### src/rtl/hazard_sched_if.sv
// Pipeline-to-hazard-controller bundle: decoded control and register indices in; stall, flush, forward and status out.
// master = pipeline side driving control, slave = hazard_sched.
interface hazard_sched_if #(
  parameter int CNT_W = 32
);
  logic [4:0]       id_rs1;
  logic [4:0]       id_rs2;
  logic             id_use_rs1;
  logic             id_use_rs2;
  logic [4:0]       ex_rs1;
  logic [4:0]       ex_rs2;
  logic [4:0]       ex_rd;
  logic             ex_regwrite;
  logic [1:0]       ex_wdsel;
  logic [2:0]       ex_npcop;
  logic             ex_br_taken;
  logic [4:0]       mem_rd;
  logic             mem_regwrite;
  logic [4:0]       wb_rd;
  logic             wb_regwrite;
  logic             dmem_req;
  logic             dmem_ready;

  logic             stall_pc;
  logic             stall_ifid;
  logic             stall_idex;
  logic             stall_exmem;
  logic             flush_ifid;
  logic             flush_idex;
  logic             flush_memwb;
  logic             redirect;
  logic [1:0]       fwd_a;
  logic [1:0]       fwd_b;
  logic             mem_err;
  logic             halted;
  logic [CNT_W-1:0] cnt_stall;
  logic [CNT_W-1:0] cnt_flush;

  modport master (
    output id_rs1, id_rs2, id_use_rs1, id_use_rs2, ex_rs1, ex_rs2, ex_rd,
           ex_regwrite, ex_wdsel, ex_npcop, ex_br_taken, mem_rd, mem_regwrite,
           wb_rd, wb_regwrite, dmem_req, dmem_ready,
    input  stall_pc, stall_ifid, stall_idex, stall_exmem, flush_ifid, flush_idex,
           flush_memwb, redirect, fwd_a, fwd_b, mem_err, halted, cnt_stall, cnt_flush
  );

  modport slave (
    input  id_rs1, id_rs2, id_use_rs1, id_use_rs2, ex_rs1, ex_rs2, ex_rd,
           ex_regwrite, ex_wdsel, ex_npcop, ex_br_taken, mem_rd, mem_regwrite,
           wb_rd, wb_regwrite, dmem_req, dmem_ready,
    output stall_pc, stall_ifid, stall_idex, stall_exmem, flush_ifid, flush_idex,
           flush_memwb, redirect, fwd_a, fwd_b, mem_err, halted, cnt_stall, cnt_flush
  );
endinterface

### src/rtl/hazard_sched.sv
// RV32I 5-stage hazard controller: load-use stall, branch redirect/flush, dmem wait freeze, EX forwarding, perf counters.
// Latency: stall/flush/forward are combinational; mem_err and counters are registered. Backpressure: dmem_ready low freezes PC..EX/MEM.
module hazard_sched #(
  parameter int MEM_TIMEOUT = 16,
  parameter int CNT_W       = 32
) (
  input  logic          clk,
  input  logic          rstn,
  hazard_sched_if.slave hif
);

  typedef enum logic [1:0] {RUN, MEM_WAIT, HALT} state_t;

  localparam logic [7:0] TMO = MEM_TIMEOUT[7:0];

  state_t           r_state;
  state_t           w_state_nxt;
  logic [7:0]       r_wcnt;
  logic [7:0]       w_wcnt_nxt;
  logic [7:0]       w_wcnt_inc;
  logic             r_mem_err;
  logic             w_mem_err_nxt;
  logic [CNT_W-1:0] r_cnt_stall;
  logic [CNT_W-1:0] r_cnt_flush;

  logic w_lu, w_br, w_mw;
  logic w_stall_pc, w_stall_ifid, w_stall_idex, w_stall_exmem;
  logic w_flush_ifid, w_flush_idex, w_flush_memwb;
  logic w_redirect, w_halted;
  logic [1:0] w_fwd_a, w_fwd_b;

  assign w_lu = hif.ex_regwrite && (hif.ex_wdsel == 2'b01) && (hif.ex_rd != 5'd0) &&
                ((hif.id_use_rs1 && (hif.id_rs1 == hif.ex_rd)) ||
                 (hif.id_use_rs2 && (hif.id_rs2 == hif.ex_rd)));
  assign w_br = (hif.ex_npcop[0] & hif.ex_br_taken) | hif.ex_npcop[1] | hif.ex_npcop[2];
  assign w_mw = hif.dmem_req & ~hif.dmem_ready;
  assign w_wcnt_inc = r_wcnt + 8'd1;

  always_ff @(posedge clk or negedge rstn) begin
    if (!rstn) begin
      r_state   <= RUN;
      r_wcnt    <= 8'd0;
      r_mem_err <= 1'b0;
    end else begin
      r_state   <= w_state_nxt;
      r_wcnt    <= w_wcnt_nxt;
      r_mem_err <= w_mem_err_nxt;
    end
  end

  always_comb begin
    w_state_nxt   = r_state;
    w_wcnt_nxt    = r_wcnt;
    w_mem_err_nxt = 1'b0;
    w_stall_pc    = 1'b0;
    w_stall_ifid  = 1'b0;
    w_stall_idex  = 1'b0;
    w_stall_exmem = 1'b0;
    w_flush_ifid  = 1'b0;
    w_flush_idex  = 1'b0;
    w_flush_memwb = 1'b0;
    w_redirect    = 1'b0;
    w_halted      = 1'b0;
    case (r_state)
      RUN: begin
        if (w_mw) begin
          // EX is held, so a coincident branch or load-use resolves once memory releases.
          {w_stall_pc, w_stall_ifid, w_stall_idex, w_stall_exmem} = 4'hF;
          w_flush_memwb = 1'b1;
          w_state_nxt   = MEM_WAIT;
          w_wcnt_nxt    = 8'd1;
        end else if (w_br) begin
          w_redirect   = 1'b1;
          w_flush_ifid = 1'b1;
          w_flush_idex = 1'b1;
        end else if (w_lu) begin
          w_stall_pc   = 1'b1;
          w_stall_ifid = 1'b1;
          w_flush_idex = 1'b1;
        end
      end
      MEM_WAIT: begin
        if (hif.dmem_ready) begin
          w_state_nxt = RUN;
          w_wcnt_nxt  = 8'd0;
          if (w_br) begin
            w_redirect   = 1'b1;
            w_flush_ifid = 1'b1;
            w_flush_idex = 1'b1;
          end else if (w_lu) begin
            w_stall_pc   = 1'b1;
            w_stall_ifid = 1'b1;
            w_flush_idex = 1'b1;
          end
        end else begin
          {w_stall_pc, w_stall_ifid, w_stall_idex, w_stall_exmem} = 4'hF;
          w_flush_memwb = 1'b1;
          w_wcnt_nxt    = w_wcnt_inc;
          if (w_wcnt_inc == TMO) begin
            w_mem_err_nxt = 1'b1;
            w_state_nxt   = HALT;
          end
        end
      end
      HALT: begin
        {w_stall_pc, w_stall_ifid, w_stall_idex, w_stall_exmem} = 4'hF;
        w_flush_memwb = 1'b1;
        w_halted      = 1'b1;
      end
      default: w_state_nxt = RUN;
    endcase
  end

  // MEM beats WB because it holds the younger write to the same register.
  always_comb begin
    w_fwd_a = 2'b00;
    if (hif.mem_regwrite && (hif.mem_rd != 5'd0) && (hif.mem_rd == hif.ex_rs1))
      w_fwd_a = 2'b01;
    else if (hif.wb_regwrite && (hif.wb_rd != 5'd0) && (hif.wb_rd == hif.ex_rs1))
      w_fwd_a = 2'b10;
  end

  always_comb begin
    w_fwd_b = 2'b00;
    if (hif.mem_regwrite && (hif.mem_rd != 5'd0) && (hif.mem_rd == hif.ex_rs2))
      w_fwd_b = 2'b01;
    else if (hif.wb_regwrite && (hif.wb_rd != 5'd0) && (hif.wb_rd == hif.ex_rs2))
      w_fwd_b = 2'b10;
  end

  always_ff @(posedge clk or negedge rstn) begin
    if (!rstn) begin
      r_cnt_stall <= '0;
      r_cnt_flush <= '0;
    end else begin
      if (w_stall_pc && (r_cnt_stall != {CNT_W{1'b1}}))
        r_cnt_stall <= r_cnt_stall + 1'b1;
      if (w_redirect && (r_cnt_flush != {CNT_W{1'b1}}))
        r_cnt_flush <= r_cnt_flush + 1'b1;
    end
  end

  assign hif.stall_pc    = rstn & w_stall_pc;
  assign hif.stall_ifid  = rstn & w_stall_ifid;
  assign hif.stall_idex  = rstn & w_stall_idex;
  assign hif.stall_exmem = rstn & w_stall_exmem;
  assign hif.flush_ifid  = rstn & w_flush_ifid;
  assign hif.flush_idex  = rstn & w_flush_idex;
  assign hif.flush_memwb = rstn & w_flush_memwb;
  assign hif.redirect    = rstn & w_redirect;
  assign hif.halted      = rstn & w_halted;
  assign hif.fwd_a       = {2{rstn}} & w_fwd_a;
  assign hif.fwd_b       = {2{rstn}} & w_fwd_b;
  assign hif.mem_err     = r_mem_err;
  assign hif.cnt_stall   = r_cnt_stall;
  assign hif.cnt_flush   = r_cnt_flush;

endmodule

### src/flat_wrapper.sv
// flat-port wrapper written by rule: the top's interface ports become plain ports
module hazard_sched_flat 
#(
  parameter int MEM_TIMEOUT = 16,
  parameter int CNT_W       = 32
)
  (clk, rstn, hif_id_rs1, hif_id_rs2, hif_id_use_rs1, hif_id_use_rs2, hif_ex_rs1, hif_ex_rs2, hif_ex_rd, hif_ex_regwrite, hif_ex_wdsel, hif_ex_npcop, hif_ex_br_taken, hif_mem_rd, hif_mem_regwrite, hif_wb_rd, hif_wb_regwrite, hif_dmem_req, hif_dmem_ready, hif_stall_pc, hif_stall_ifid, hif_stall_idex, hif_stall_exmem, hif_flush_ifid, hif_flush_idex, hif_flush_memwb, hif_redirect, hif_fwd_a, hif_fwd_b, hif_mem_err, hif_halted, hif_cnt_stall, hif_cnt_flush);
  hazard_sched_if #(.CNT_W(CNT_W)) hif_i ();
  input  logic clk;
  input  logic rstn;
  input wire logic [$bits(hif_i.id_rs1)-1:0] hif_id_rs1;
  input wire logic [$bits(hif_i.id_rs2)-1:0] hif_id_rs2;
  input wire logic [$bits(hif_i.id_use_rs1)-1:0] hif_id_use_rs1;
  input wire logic [$bits(hif_i.id_use_rs2)-1:0] hif_id_use_rs2;
  input wire logic [$bits(hif_i.ex_rs1)-1:0] hif_ex_rs1;
  input wire logic [$bits(hif_i.ex_rs2)-1:0] hif_ex_rs2;
  input wire logic [$bits(hif_i.ex_rd)-1:0] hif_ex_rd;
  input wire logic [$bits(hif_i.ex_regwrite)-1:0] hif_ex_regwrite;
  input wire logic [$bits(hif_i.ex_wdsel)-1:0] hif_ex_wdsel;
  input wire logic [$bits(hif_i.ex_npcop)-1:0] hif_ex_npcop;
  input wire logic [$bits(hif_i.ex_br_taken)-1:0] hif_ex_br_taken;
  input wire logic [$bits(hif_i.mem_rd)-1:0] hif_mem_rd;
  input wire logic [$bits(hif_i.mem_regwrite)-1:0] hif_mem_regwrite;
  input wire logic [$bits(hif_i.wb_rd)-1:0] hif_wb_rd;
  input wire logic [$bits(hif_i.wb_regwrite)-1:0] hif_wb_regwrite;
  input wire logic [$bits(hif_i.dmem_req)-1:0] hif_dmem_req;
  input wire logic [$bits(hif_i.dmem_ready)-1:0] hif_dmem_ready;
  output wire logic [$bits(hif_i.stall_pc)-1:0] hif_stall_pc;
  output wire logic [$bits(hif_i.stall_ifid)-1:0] hif_stall_ifid;
  output wire logic [$bits(hif_i.stall_idex)-1:0] hif_stall_idex;
  output wire logic [$bits(hif_i.stall_exmem)-1:0] hif_stall_exmem;
  output wire logic [$bits(hif_i.flush_ifid)-1:0] hif_flush_ifid;
  output wire logic [$bits(hif_i.flush_idex)-1:0] hif_flush_idex;
  output wire logic [$bits(hif_i.flush_memwb)-1:0] hif_flush_memwb;
  output wire logic [$bits(hif_i.redirect)-1:0] hif_redirect;
  output wire logic [$bits(hif_i.fwd_a)-1:0] hif_fwd_a;
  output wire logic [$bits(hif_i.fwd_b)-1:0] hif_fwd_b;
  output wire logic [$bits(hif_i.mem_err)-1:0] hif_mem_err;
  output wire logic [$bits(hif_i.halted)-1:0] hif_halted;
  output wire logic [$bits(hif_i.cnt_stall)-1:0] hif_cnt_stall;
  output wire logic [$bits(hif_i.cnt_flush)-1:0] hif_cnt_flush;
  assign hif_i.id_rs1 = hif_id_rs1;
  assign hif_i.id_rs2 = hif_id_rs2;
  assign hif_i.id_use_rs1 = hif_id_use_rs1;
  assign hif_i.id_use_rs2 = hif_id_use_rs2;
  assign hif_i.ex_rs1 = hif_ex_rs1;
  assign hif_i.ex_rs2 = hif_ex_rs2;
  assign hif_i.ex_rd = hif_ex_rd;
  assign hif_i.ex_regwrite = hif_ex_regwrite;
  assign hif_i.ex_wdsel = hif_ex_wdsel;
  assign hif_i.ex_npcop = hif_ex_npcop;
  assign hif_i.ex_br_taken = hif_ex_br_taken;
  assign hif_i.mem_rd = hif_mem_rd;
  assign hif_i.mem_regwrite = hif_mem_regwrite;
  assign hif_i.wb_rd = hif_wb_rd;
  assign hif_i.wb_regwrite = hif_wb_regwrite;
  assign hif_i.dmem_req = hif_dmem_req;
  assign hif_i.dmem_ready = hif_dmem_ready;
  assign hif_stall_pc = hif_i.stall_pc;
  assign hif_stall_ifid = hif_i.stall_ifid;
  assign hif_stall_idex = hif_i.stall_idex;
  assign hif_stall_exmem = hif_i.stall_exmem;
  assign hif_flush_ifid = hif_i.flush_ifid;
  assign hif_flush_idex = hif_i.flush_idex;
  assign hif_flush_memwb = hif_i.flush_memwb;
  assign hif_redirect = hif_i.redirect;
  assign hif_fwd_a = hif_i.fwd_a;
  assign hif_fwd_b = hif_i.fwd_b;
  assign hif_mem_err = hif_i.mem_err;
  assign hif_halted = hif_i.halted;
  assign hif_cnt_stall = hif_i.cnt_stall;
  assign hif_cnt_flush = hif_i.cnt_flush;
  hazard_sched #(.MEM_TIMEOUT(MEM_TIMEOUT), .CNT_W(CNT_W)) u_core (.clk(clk), .rstn(rstn), .hif(hif_i));
endmodule
### config.mk
export PLATFORM = sky130hd
export DESIGN_NAME = hazard_sched_flat
export DESIGN_NICKNAME = d
export VERILOG_FILES = /design/src/rtl/hazard_sched_if.sv /design/src/rtl/hazard_sched.sv /design/src/flat_wrapper.sv
export SDC_FILE = /design/constraint.sdc
export NUM_CORES = 1
export LEC_CHECK = 0
export CAP_MARGIN = 20
export CELL_PAD_IN_SITES_DETAIL_PLACEMENT = 0
export CELL_PAD_IN_SITES_GLOBAL_PLACEMENT = 1
export CORE_MARGIN = 5
export CORE_UTILIZATION = 32
export DETAILED_ROUTE_END_ITERATION = 16
export GPL_TIMING_DRIVEN = 0
export HOLD_SLACK_MARGIN = 0.05
export PLACE_DENSITY = 0.79
export SKIP_CTS_REPAIR_TIMING = 1
export SLEW_MARGIN = 15
export SYNTH_ARGS = -nofsm -noshare
export SYNTH_HDL_FRONTEND = slang
export SYNTH_SLANG_ARGS = --single-unit
export TNS_END_PERCENT = 5
### constraint.sdc
create_clock -name clk -period 1.9 [get_ports clk]
set_input_delay 0.38 -clock clk [delete_from_list [all_inputs] [get_ports clk]]
set_output_delay 0.38 -clock clk [all_outputs]
set_load 0.005 [all_outputs]
==> metrics.log <==
[metrics] status: complete, but fails checks
[metrics] violated checks: setup timing
[metrics] Hold WC Path Type: in2async
[metrics] DR top layer: met4
[metrics] clock latency reported for the late side of the worst-skew pair: approximately 330 ps
[metrics] placed instance area: 5540 µm²
[metrics] gate count after technology mapping: 394
[metrics] share of synthesized registers carrying an async set or reset: 100%
[metrics] Most common cell on crit path: buf_6
[metrics] Max-cap violations: 0
[metrics] final cell count without fillers: 744
[metrics] DR vias/cell: 4.81
[metrics] R2R cell count: 9
[metrics] routed length per placed instance: 15.7 µm
[metrics] required time at the endpoint of the critical path: between 1500 and 2000 ps
[metrics] buffer cell driving the clock tree root: clkbuf_16
[metrics] maximum number of pins on one net before global-route repair: 43
[metrics] Critical Path Sink Type: output pin
[metrics] post-synthesis instance area: 4040 µm²
[metrics] Yosys cell types: 46
[metrics] peak clock frequency supported by timing: between 400 and 500 MHz
[metrics] Slowest cell on crit path: or4_4
[metrics] fraction of final layout cells sized beyond drive strength 1: 26.4%
[metrics] setup repair after global routing missed its margin: yes
[metrics] number of antenna violations at the first check in global routing: 0
[metrics] grt ovf: 0
[metrics] number of port buffers: 127
[metrics] wire length of the first global-routing pass: ~18000 µm
[metrics] final wirelength: 11700 µm
[metrics] worst setup slack after layout: -253 ps
[metrics] final HPWL from detailed placement: 8310 µm
[metrics] number of placed instances, taps included: 694
[metrics] number of ports placed on the die boundary: 128
[metrics] final cycle utilization of the critical path: 113%
[metrics] Overall Global Routing Usage: 15.0%
[metrics] number of levels in the clock H-tree: 3
[metrics] via count of the routed design: 3578
[metrics] number of violations reported at the end of detailed-routing iteration 0: about 110
[metrics] FF-to-FF Start: u_core.hif.cnt_stall[0]
[metrics] Design Area, Final: 6600 µm²
[metrics] number of nets with antenna violations after detailed routing: 0
[metrics] number of global-route vias before repair: 3560
[metrics] Setup violations, final: 46
[metrics] clock buffer depth: 2
[metrics] net count of the finished layout: slightly above 600
[metrics] Avg Synthesized Cell Area: 10.3 µm²
[metrics] cells along the critical path: buf_6 -> or4_4 -> nor2_4 -> nor3_4 -> a41oi_4 -> nor2_2 -> buf_4 -> buf_6
[metrics] Residual DRC: 0
[metrics] worst reg2reg endpoint: u_core.hif.cnt_stall[1]
[metrics] die footprint: 15000 µm²
[metrics] Critical Path AT: 1770 ps
[metrics] delay of the slowest cell on the worst path: about 540 ps
[metrics] site row count: 41
[metrics] Slew Viols, Final: 0
[metrics] placeable core region: ~13000 µm²
[metrics] sequential share of the synthesized area: approximately 46%
[metrics] EDFF count, synth: 0
[metrics] power density over the cells: 749 nW/µm²
[metrics] horizontal die dimension: 122 µm
[metrics] Met2 Routed Length: 6000 µm
[metrics] die outline height: 122 µm
[metrics] Layout fillers: between 1000 and 1500
[metrics] RD Place Congestion: between 0.8 and 0.9
[metrics] crit path time final: 2150 ps
[metrics] type of the worst setup path: in2out
[metrics] detailed-routing iteration count for the pre-antenna-repair pass: 4
[metrics] clock slew seen by the registers of the worst setup and hold paths: 60 ps
[metrics] post-route met1 wirelength: 5120 µm
[metrics] slew at the pin closest to its max-slew limit: about 650 ps
[metrics] most frequently used flop master after synthesis: dfrtp_1
[metrics] synthesized netlist net count: 448
[metrics] LEAKAGE: 0.00294 µW
[metrics] R2R Setup Slk: -210 ps
[metrics] top fanout value on the critical path: 3
[metrics] total clock buffers created by CTS: 9
[metrics] top library cells by usage in the layout, fill and taps aside: xnor2_1 (73), clkdlybuf4s50_1 (73), dfrtp_1 (67), nand2_1 (36), dlymetal6s2s_1 (29)
[metrics] Clock Sink Count: 75
[metrics] clock tree from TritonCTS: done
[metrics] hold violation total from the final report: 0
[metrics] Slew headroom: 56.1%
[metrics] area overhead of the layout relative to synthesis: 63.3%
[metrics] n_diodes: 0
[metrics] sum of met3 wire segment lengths after detailed routing: 435 µm
[metrics] number of flip-flops and latches in the synthesized netlist: 75
[metrics] peak ir drop on the vdd network: 661 µV
[metrics] final clock skew: between 7 and 8 ps
[metrics] Initial Util: 32.3%
[metrics] warning count from the yosys run: 0
[metrics] kind of start point of the critical path: input pin
[per-stage QoR]
stage	setup WS (ps)	power (µW)	setup TNS [ps]	hold slack (ps)	util, %
finish	-253	4940	-5970	89.8	52.7
global route	-341	5180	-11150	105	52.7
CTS	-1160	4780	-33260	44.5	46.9
detailed placement	-1160	2880	-55150	402	44.3
global placement	-3750	2870	-270120	475	44.1
floorplan	-21.5	2330	-143	84.4	-
[layout make-up]
type	count	area (µm²)	share of cell area [%]
Clock buffer	11	243	3.68
Tap cell	172	215	3.26
Multi-Input combinational cell	306	2410	36.5
Sequential cell	75	1890	28.6
Timing Repair Buffer	164	1670	25.3
Inverter	4	15.0	0.228
Clock inverter	5	85.1	1.29
Buffer	7	75.1	1.14
[cell usage after synthesis (all sizes together) (3+ instances only)]
| cell type | instances | area share [%] |
|---|---|---|
| dfrtp | 75 | 46 |
| xnor2 | 73 | 16 |
| nand2 | 39 | 3.7 |
| nand3 | 32 | 4.1 |
| nand4 | 25 | 3.9 |
| xor2 | 20 | 4.3 |
| nor2 | 19 | 1.8 |
| and3 | 18 | 2.8 |
| o21ai | 13 | 1.6 |
| and2 | 9 | 1.4 |
| nor3 | 9 | 1.4 |
| buf | 8 | 1.5 |
| nor4 | 5 | 1.1 |
| or4 | 5 | 0.93 |
| a21oi | 4 | 0.77 |
| ha | 4 | 1.2 |
| inv | 4 | 0.37 |
| a31oi | 3 | 0.46 |
| and4 | 3 | 0.65 |
| o31ai | 3 | 0.56 |
[registers in the layout, summed over array words and instances (netlist names)]
signal / cells
u_core.r_state: 2
u_core.r_wcnt: 8
u_core.hif.cnt_stall: 32
u_core.hif.cnt_flush: 32
u_core.hif.mem_err: 1
[cells by family after synthesis]
logic type | share of synthesized area [%]
compound gates | 6.10
buf+inv | 2.01
flops | 46.5
simple gates | 23.4
xor+xnor | 20.2
mux | 0.650
fa+ha+maj | 1.24
[where the power goes]
part / total, µW / leakage (µW) / switching [µW] / internal (µW)
registers: 1950 / 0.00100 / 208 / 1750
clock network: 1870 / 0.000156 / 678 / 1190
logic: 1110 / 0.00178 / 433 / 682
[worst max-delay path by stage]
stage	start	to	slack (ps)	cells past startpoint
4_1_cts	hif_ex_rd[0]	hif_stall_pc	-1160	8
6_report	hif_ex_rd[4]	hif_stall_pc	-250	8
3_3_place_gp	rstn	hif_fwd_a[1]	-3750	5
2_1_floorplan	u_core.hif.cnt_stall[8]	u_core.hif.cnt_stall[3]	-20	8
3_5_place_dp	hif_ex_rd[0]	hif_stall_pc	-1160	8
5_1_grt	u_core.hif.cnt_stall[0]	u_core.hif.cnt_stall[4]	-340	10
[worst max-delay path, delay by kind of cell]
kind,cells,cell delay (ps)
and+or+nand+nor,4,820
buffers and inverters,3,330
AOI/OAI and AO/OA,1,240
[per-layer routing]
metal	global-route usage, %	vias up
li1	-	1730
met5	0	-
met4	4.76	0
met2	25.4	60
met3	3.27	13
met1	19.2	1775
(Power assumes the default switching activity.)
